File: src/rtl/up_sampler_2_2_if.sv
// up_sampler_2_2_if: sample handshake, output-slot strobe and status bundle for the up-sampler.
// Latency: none (wires only).
// Backpressure: in_ready is driven by the up-sampler's registered buffer state.
interface up_sampler_2_2_if #(
  parameter int WIDTH = 18,
  parameter int L     = 4
);
  localparam int CNT_W = $clog2(L);

  // output-rate slot strobe and flag clear from the DAC-side control
  logic                     clk_en;
  logic                     clr_flags;

  // upstream sample handshake
  logic                     in_valid;
  logic signed [WIDTH-1:0]  x_in;
  logic                     in_ready;

  // up-sampled stream and status
  logic signed [WIDTH-1:0]  y;
  logic                     y_valid;
  logic        [CNT_W-1:0]  phase;
  logic                     overrun;
  logic                     underrun;

  // driven by the upstream filter / control side
  modport master (
    output clk_en, clr_flags, in_valid, x_in,
    input  in_ready, y, y_valid, phase, overrun, underrun
  );

  // the up-sampler itself
  modport slave (
    input  clk_en, clr_flags, in_valid, x_in,
    output in_ready, y, y_valid, phase, overrun, underrun
  );
endinterface

File: src/rtl/up_sampler_2_2.sv
// up_sampler_2_2: interpolate by L; sample on phase 0, zeros on other slots (UPSAMPLE_HOLD_EN: zero-order hold).
// Latency: y/y_valid one cycle after clk_en; an accepted sample leaves at the next phase-0 slot.
// Backpressure: single-entry buffer, in_ready = !buf_full (registered); offers while full are dropped and set overrun.
module up_sampler_2_2 #(
  parameter int WIDTH = 18,
  parameter int L     = 4
) (
  input  logic            clk,
  input  logic            reset,
  up_sampler_2_2_if.slave bus
);

  localparam int               CNT_W   = $clog2(L);
  localparam logic [CNT_W-1:0] PH_LAST = CNT_W'(L - 1);

`ifdef UPSAMPLE_HOLD_EN
  // non-sample slots and underrun slots repeat the previous output
  localparam bit HOLD_EN = 1'b1;
`else
  // non-sample slots and underrun slots emit zero
  localparam bit HOLD_EN = 1'b0;
`endif

  // interpolation factor outside 2..16 is not supported
  if (L < 2 || L > 16) begin : g_bad_l
    $error("up_sampler_2_2: L must be in 2..16");
  end

  // ---------------------------------------------------------------------------
  // State
  // ---------------------------------------------------------------------------
  logic        [CNT_W-1:0] phase_q,    phase_d;
  logic signed [WIDTH-1:0] buf_q,      buf_d;
  logic                    buf_full_q, buf_full_d;
  logic signed [WIDTH-1:0] y_q,        y_d;
  logic                    y_valid_q,  y_valid_d;
  logic                    overrun_q,  overrun_d;
  logic                    underrun_q, underrun_d;

  // ---------------------------------------------------------------------------
  // Events of this cycle, all decoded from registered state (no bypass paths)
  // ---------------------------------------------------------------------------
  logic slot0;     // strobe lands on the sample slot
  logic accept;    // handshake completes, buffer captures x_in
  logic consume;   // sample slot with a buffered sample
  logic ovr_set;   // sample offered while the buffer is occupied
  logic und_set;   // sample slot reached with nothing buffered

  assign slot0   = bus.clk_en && (phase_q == '0);
  assign accept  = bus.in_valid && !buf_full_q;
  assign consume = slot0 && buf_full_q;
  assign ovr_set = bus.in_valid && buf_full_q;
  assign und_set = slot0 && !buf_full_q;

  // Phase counter advances one slot per strobe and wraps after L-1.
  always_comb begin
    phase_d = phase_q;
    if (bus.clk_en) begin
      if (phase_q == PH_LAST) begin
        phase_d = '0;
      end else begin
        phase_d = phase_q + CNT_W'(1);
      end
    end
  end

  // Single-entry buffer: accept and consume are mutually exclusive because
  // accept needs it empty and consume needs it full, so a sample offered on
  // the consuming slot is rejected rather than passed through.
  always_comb begin
    buf_d      = buf_q;
    buf_full_d = buf_full_q;
    if (accept) begin
      buf_d      = bus.x_in;
      buf_full_d = 1'b1;
    end else if (consume) begin
      buf_full_d = 1'b0;
    end
  end

  // Output slot: the buffered sample on phase 0, otherwise zero (or hold).
  // y only changes on a strobe, so it holds between strobes.
  always_comb begin
    y_d       = y_q;
    y_valid_d = bus.clk_en;
    if (bus.clk_en) begin
      if (consume) begin
        y_d = buf_q;
      end else if (!HOLD_EN) begin
        y_d = '0;
      end
    end
  end

  // Sticky flags: a set event in the same cycle as clr_flags wins.
  always_comb begin
    overrun_d  = ovr_set || (overrun_q  && !bus.clr_flags);
    underrun_d = und_set || (underrun_q && !bus.clr_flags);
  end

  // State register; reset also discards any buffered sample and the phase.
  // Reset release is expected to be synchronised to clk by the reset tree.
  always_ff @(posedge clk or posedge reset) begin
    if (reset) begin
      phase_q    <= '0;
      buf_q      <= '0;
      buf_full_q <= 1'b0;
      y_q        <= '0;
      y_valid_q  <= 1'b0;
      overrun_q  <= 1'b0;
      underrun_q <= 1'b0;
    end else begin
      phase_q    <= phase_d;
      buf_q      <= buf_d;
      buf_full_q <= buf_full_d;
      y_q        <= y_d;
      y_valid_q  <= y_valid_d;
      overrun_q  <= overrun_d;
      underrun_q <= underrun_d;
    end
  end

  // ---------------------------------------------------------------------------
  // Outputs, all straight from flops
  // ---------------------------------------------------------------------------
  assign bus.in_ready = !buf_full_q;
  assign bus.y        = y_q;
  assign bus.y_valid  = y_valid_q;
  assign bus.phase    = phase_q;
  assign bus.overrun  = overrun_q;
  assign bus.underrun = underrun_q;

endmodule

File: src/flat_wrapper.sv
// flat-port wrapper written by rule: the top's interface ports become plain ports
module up_sampler_2_2_flat 
#(
  parameter int WIDTH = 18,
  parameter int L     = 4
)
  (clk, reset, bus_clk_en, bus_clr_flags, bus_in_valid, bus_x_in, bus_in_ready, bus_y, bus_y_valid, bus_phase, bus_overrun, bus_underrun);
  up_sampler_2_2_if #(.WIDTH(WIDTH), .L(L)) bus_i ();
  input  logic clk;
  input  logic reset;
  input wire logic [$bits(bus_i.clk_en)-1:0] bus_clk_en;
  input wire logic [$bits(bus_i.clr_flags)-1:0] bus_clr_flags;
  input wire logic [$bits(bus_i.in_valid)-1:0] bus_in_valid;
  input wire logic [$bits(bus_i.x_in)-1:0] bus_x_in;
  output wire logic [$bits(bus_i.in_ready)-1:0] bus_in_ready;
  output wire logic [$bits(bus_i.y)-1:0] bus_y;
  output wire logic [$bits(bus_i.y_valid)-1:0] bus_y_valid;
  output wire logic [$bits(bus_i.phase)-1:0] bus_phase;
  output wire logic [$bits(bus_i.overrun)-1:0] bus_overrun;
  output wire logic [$bits(bus_i.underrun)-1:0] bus_underrun;
  assign bus_i.clk_en = bus_clk_en;
  assign bus_i.clr_flags = bus_clr_flags;
  assign bus_i.in_valid = bus_in_valid;
  assign bus_i.x_in = bus_x_in;
  assign bus_in_ready = bus_i.in_ready;
  assign bus_y = bus_i.y;
  assign bus_y_valid = bus_i.y_valid;
  assign bus_phase = bus_i.phase;
  assign bus_overrun = bus_i.overrun;
  assign bus_underrun = bus_i.underrun;
  up_sampler_2_2 #(.WIDTH(WIDTH), .L(L)) u_core (.clk(clk), .reset(reset), .bus(bus_i));
endmodule
File: config.mk
export PLATFORM = sky130hd
export DESIGN_NAME = up_sampler_2_2_flat
export DESIGN_NICKNAME = d
export VERILOG_FILES = /design/src/rtl/up_sampler_2_2_if.sv /design/src/rtl/up_sampler_2_2.sv /design/src/flat_wrapper.sv
export SDC_FILE = /design/constraint.sdc
export NUM_CORES = 1
export LEC_CHECK = 0
export BUFFER_PORTS_ARGS = -buffer_cell sky130_fd_sc_hd__buf_2
export CORE_ASPECT_RATIO = 1.4
export CORE_UTILIZATION = 51
export DETAILED_ROUTE_END_ITERATION = 8
export PLACE_DENSITY = 0.78
export RECOVER_POWER = 25
export SLEW_MARGIN = 5
export SYNTH_ARGS = -nofsm -noshare
export SYNTH_HDL_FRONTEND = slang
export SYNTH_SLANG_ARGS = --single-unit
File: constraint.sdc
create_clock -name clk -period 1.72 [get_ports clk]
set_clock_uncertainty 0.2 [all_clocks]
set_input_delay 0.258 -clock clk [delete_from_list [all_inputs] [get_ports clk]]
set_output_delay 0.258 -clock clk [all_outputs]
set_load 0.05 [all_outputs]
# --- Word-level counts from Yosys, hierarchy flattened ---
# Cells that the tools add are included.
word_totals:
  ff_bits: 42
  input_bits: 23
  output_inout_bits: 24
  elab_cells: 26
classes:
  addsub: 1
  n_eq_ne: 1
  muxes: 4
  n_reduce_logical: 13
ops:
  columns: ["operator", "count"]
  rows:
  - ["$mux 18", 1]
  - ["$logic_and 1x1->1", 7]
  - ["$add 2x1->2 const B", 1]
  - ["$eq 2x2->1 const B", 1]
  - ["$logic_not 1->1", 2]
  - ["$logic_not 2->1", 1]
  - ["$logic_or 1x1->1", 2]
  - ["$mux 1", 2]
  - ["$mux 2", 1]
  - ["$reduce_bool 2->1", 1]

# --- Logic depth before layout (Yosys ltp) ---
depth:
  word_depth: 5
  mapped_depth: 5

# --- Least setup slack after synthesis ---
# OpenSTA, ideal clock, no wires.
synth_path:
  path_type: "reg-to-reg"
  from: "register u_core.phase_q[0], in the netlist u_core.bus.phase[0]"
  to: "register u_core.y_q[0], in the netlist u_core.bus.y[0]"
  arrival_ns: 1.445
  t_required_ns: 1.385
  slack_ns: -0.060
  path_stages_with_launch: 6
  n_path_buf: 1
  path_cell_list: "dfrtp_1 inv_1 ha_1 nand2_1 buf_2 o22ai_1"
synth_between:
  elab_chain_len: 4
synth_rtl:
  columns: ["element", "line", "source"]
  rows:
  - ["from (decl)", "up_sampler_2_2.sv:32", "logic [CNT_W-1:0] phase_q, phase_d;"]
  - ["from (signal assigned)", "up_sampler_2_2.sv:113", "phase_q <= phase_d;"]
  - ["$logic_not 2->1", "up_sampler_2_2.sv:49", "assign slot0 = bus.clk_en && (phase_q == '0);"]
  - ["$logic_and 1x1->1", "up_sampler_2_2.sv:49", null]
  - ["$logic_and 1x1->1", "up_sampler_2_2.sv:51", "assign consume = slot0 && buf_full_q;"]
  - ["$mux 18", "up_sampler_2_2.sv:87", "if (consume) begin"]
  - ["to (signal assigned)", "up_sampler_2_2.sv:116", "y_q <= y_d;"]
  - ["to (decl)", "up_sampler_2_2.sv:35", "logic signed [WIDTH-1:0] y_q, y_d;"]
# Every way passes these cells.
# A chain may end at the register's enable or synchronous reset.

# --- Final worst setup path ---
layout_path:
  from: "input bus_clr_flags"
  to: "register u_core.overrun_q, in the netlist u_core.bus.overrun"
layout_between:
  elab_chain_len: 3
layout_rtl:
  columns: ["element", "line", "source"]
  rows:
  - ["from (decl)", "flat_wrapper.sv:12", "input wire logic [$bits(bus_i.clr_flags)-1:0] bus_clr_flags;"]
  - ["$logic_not 1->1", "up_sampler_2_2.sv:97", "overrun_d = ovr_set || (overrun_q && !bus.clr_flags);"]
  - ["$logic_and 1x1->1", "up_sampler_2_2.sv:97", null]
  - ["$logic_or 1x1->1", "up_sampler_2_2.sv:97", null]
  - ["net u_core.overrun_d", "up_sampler_2_2.sv:37", "logic overrun_q, overrun_d;"]
  - ["to (signal assigned)", "up_sampler_2_2.sv:118", "overrun_q <= overrun_d;"]
  - ["to (decl)", "up_sampler_2_2.sv:37", null]
# The timed path passes the listed nets, and every way through them passes these cells.

==> out/metrics.cfg <==
[finish]
drive_gt1_share_pct=38.9
diodes=0
layout_common_cells=46 x buf_2, 40 x dfrtp_1, 24 x inv_1
area_growth_pct=32.1
fin_util_pct=71.2
fin_area_um2=2220
layout_commonest_cell=buf_2
fin_nets=232
layout.cells.non_filler=247

[sta]
tightest_slew_ns=0.647
finalSetupViolCount=0
holdWs_ns=0.00729
fin_ws_ns=0.144
maxClockFrequency_mhz=635
finalCriticalPeriod_ns=1.58
slew_headroom_pct=56.9
hold_viol=0
finalCritPeriodShare_pct=91.6
tns_ns=0
finalMaxSlewViolations=0
grt_setup_unrepaired=no

[drt]
routed_via_density=4.92
ant_nets=0
dr.pass1.iters=4
post-route-drc-count=0
drt_wl_total_um=3290
drtIter0Drc=19
wire_per_inst_um=13.3
num_vias=1216

[global_route]
grt_usage_pct=22.4
grt_pass1_wl_um=5890
grt-ovfl-total=0
antenna_found_initial=0
grt_pass1_vias=1306
grt_max_degree=43

[place]
portBuffers=46
dp_slack_ns=0.244
gp_congestion=0.752
dpl.cell_count=224
dp_hpwl_um=2240
place_area_um2=1980

[pwr]
p_total_mw=4.08
leakagePower_nw=1.12
p_sw_share_pct=41.6
power.switching_mw=1.70
powerDensity_nw_per_um2=1830
ir_worst_vdd_uv=1140
clkPwrFrac_pct=15.9
p_seq_share_pct=40.0
internal_power_mw=2.38
comb_power_share_pct=44.0

[worst_setup_path]
critical_path.startpoint=bus_clr_flags
cp-start-kind=primary input
cp.arrival_ns=1.61
r2r_start=u_core.buf_full_q
cp-end-kind=flip-flop
path_cells=dlygate4sd3_1, buf_2, o21ai_0, dlygate4sd3_1
critPathTopFamily=buffers and inverters
cp.required_ns=1.75
cp_slowest_cell=dlygate4sd3_1
crit_path_max_fanout=2
cpMostUsedCell=dlygate4sd3_1
cp_num_buf_inv=3
crit_type=in -> reg
cp_slowest_stage_delay_ns=0.56

[floorplanning]
die_y_um=70.0
die_x_um=50.6
placementRows=24
die-area_um2=3540
core-area_um2=3120
start_util_pct=53.9
io_pins=47

[logic_synthesis]
ys_seq_area_share_pct=62.4
syn_nets=165
netlist_area_um2=1680
synthDistinctLibCells=14
syn-mean-instance-area_um2=12.0
netlist_instances=140
ys_warn_count=0
synth_seq_cells=42

[job]
max-cap-violations=0

[clock_tree]
clkTransAtPathRegs_ns=0.08
cts-root-buf=clkbuf_8
cts_max_level=2
cts_tree=built
clk_latency_ns=0.29
cts_made_buffers=5
cts_buffer_depth=2
cts_num_sinks=42
ctsResizeCount=0

[run_status]
status=finished, final reports clean

[worst_hold_path]
worstHoldStart=bus_x_in[5]
hp-class=in -> reg

[state kept, by name, summed over array words and instances, names as in the netlist]
signal / cells
u_core.buf_full_q: 1
u_core.buf_q: 18
u_core.bus.overrun: 1
u_core.bus.phase: 2
u_core.bus.underrun: 1
u_core.bus.y: 18
u_core.bus.y_valid: 1
[final cells by class]
type                            instances  area (um2)
Multi-Input combinational cell         67         503
Sequential cell                        42        1050
Clock inverter                          2        12.5
Fill cell                             250         898
Clock buffer                            6        82.6
Tap cell                               39        48.8
Timing Repair Buffer                   67         434
Inverter                               24        90.1
[cell families after synthesis]
family	share of synthesized area, %
flops	62.4
fa+ha+maj	1.49
mux	14.0
simple gates	5.80
buf+inv	7.87
compound gates	8.39
[worst register-to-register path, delay by kind of cell, from the launching register on]
family,cells,cell delay (ns)
simple gates,1,0.18
buf+inv,1,0.19
mux,1,0.36
flops,1,0.44
[routing by layer]
layer  vias up  track usage (%)  part of all wire (%)  routed length [um]
met1       588             27.4                    42                1370
li1        593                -                     -                   -
met2        33             38.1                    54                1770
met4         0             6.48                  0.36                  12
met5         -                0                     0                   0
met3         2             6.10                   4.2                 138
[repair_timing]
action / in CTS / in global routing
buffers inserted: 0 / 0
endpoints found under the hold margin: 56 / 0
hold buffers: 15 / 0
[synth_stat cells, drive strengths merged]
master  number  share of area (%)
buf          3                1.6
nor2b        1               0.37
or3b         1               0.52
mux2        18                 14
inv         24                5.3
o22ai       19                7.1
o21ai        3               0.89
nand2       22                4.9
ha           2                1.5
a21o         1               0.45
dfrtp       42                 62
clkbuf       4               0.89
[worst paths after layout]
check | cells past startpoint | slack (ns) | end
setup / recovery | 4 | 0.14 | u_core.bus.overrun
hold / removal | 2 | 0.007 | u_core.buf_q[5]
setup reg to reg | 3 | 0.24 | u_core.buf_q[11]
hold reg to reg | 1 | 0.31 | u_core.buf_q[10]
max in group asynchronous | 4 | 0.43 | u_core.bus.phase[0]
min in group asynchronous | 4 | 0.48 | u_core.bus.y[5]
[power groups by stage]
stage	Sequential [mW]	Clock (mW)	Combinational [mW]
final	1.63	0.650	1.80
after global routing	1.69	0.706	1.93
after detailed placement	1.65	0	1.77
after CTS	1.64	0.665	1.80
after floorplan	2.22	0	0.759
after global placement	1.62	0	1.72
Note: power is estimated with default switching activity, not from simulation.
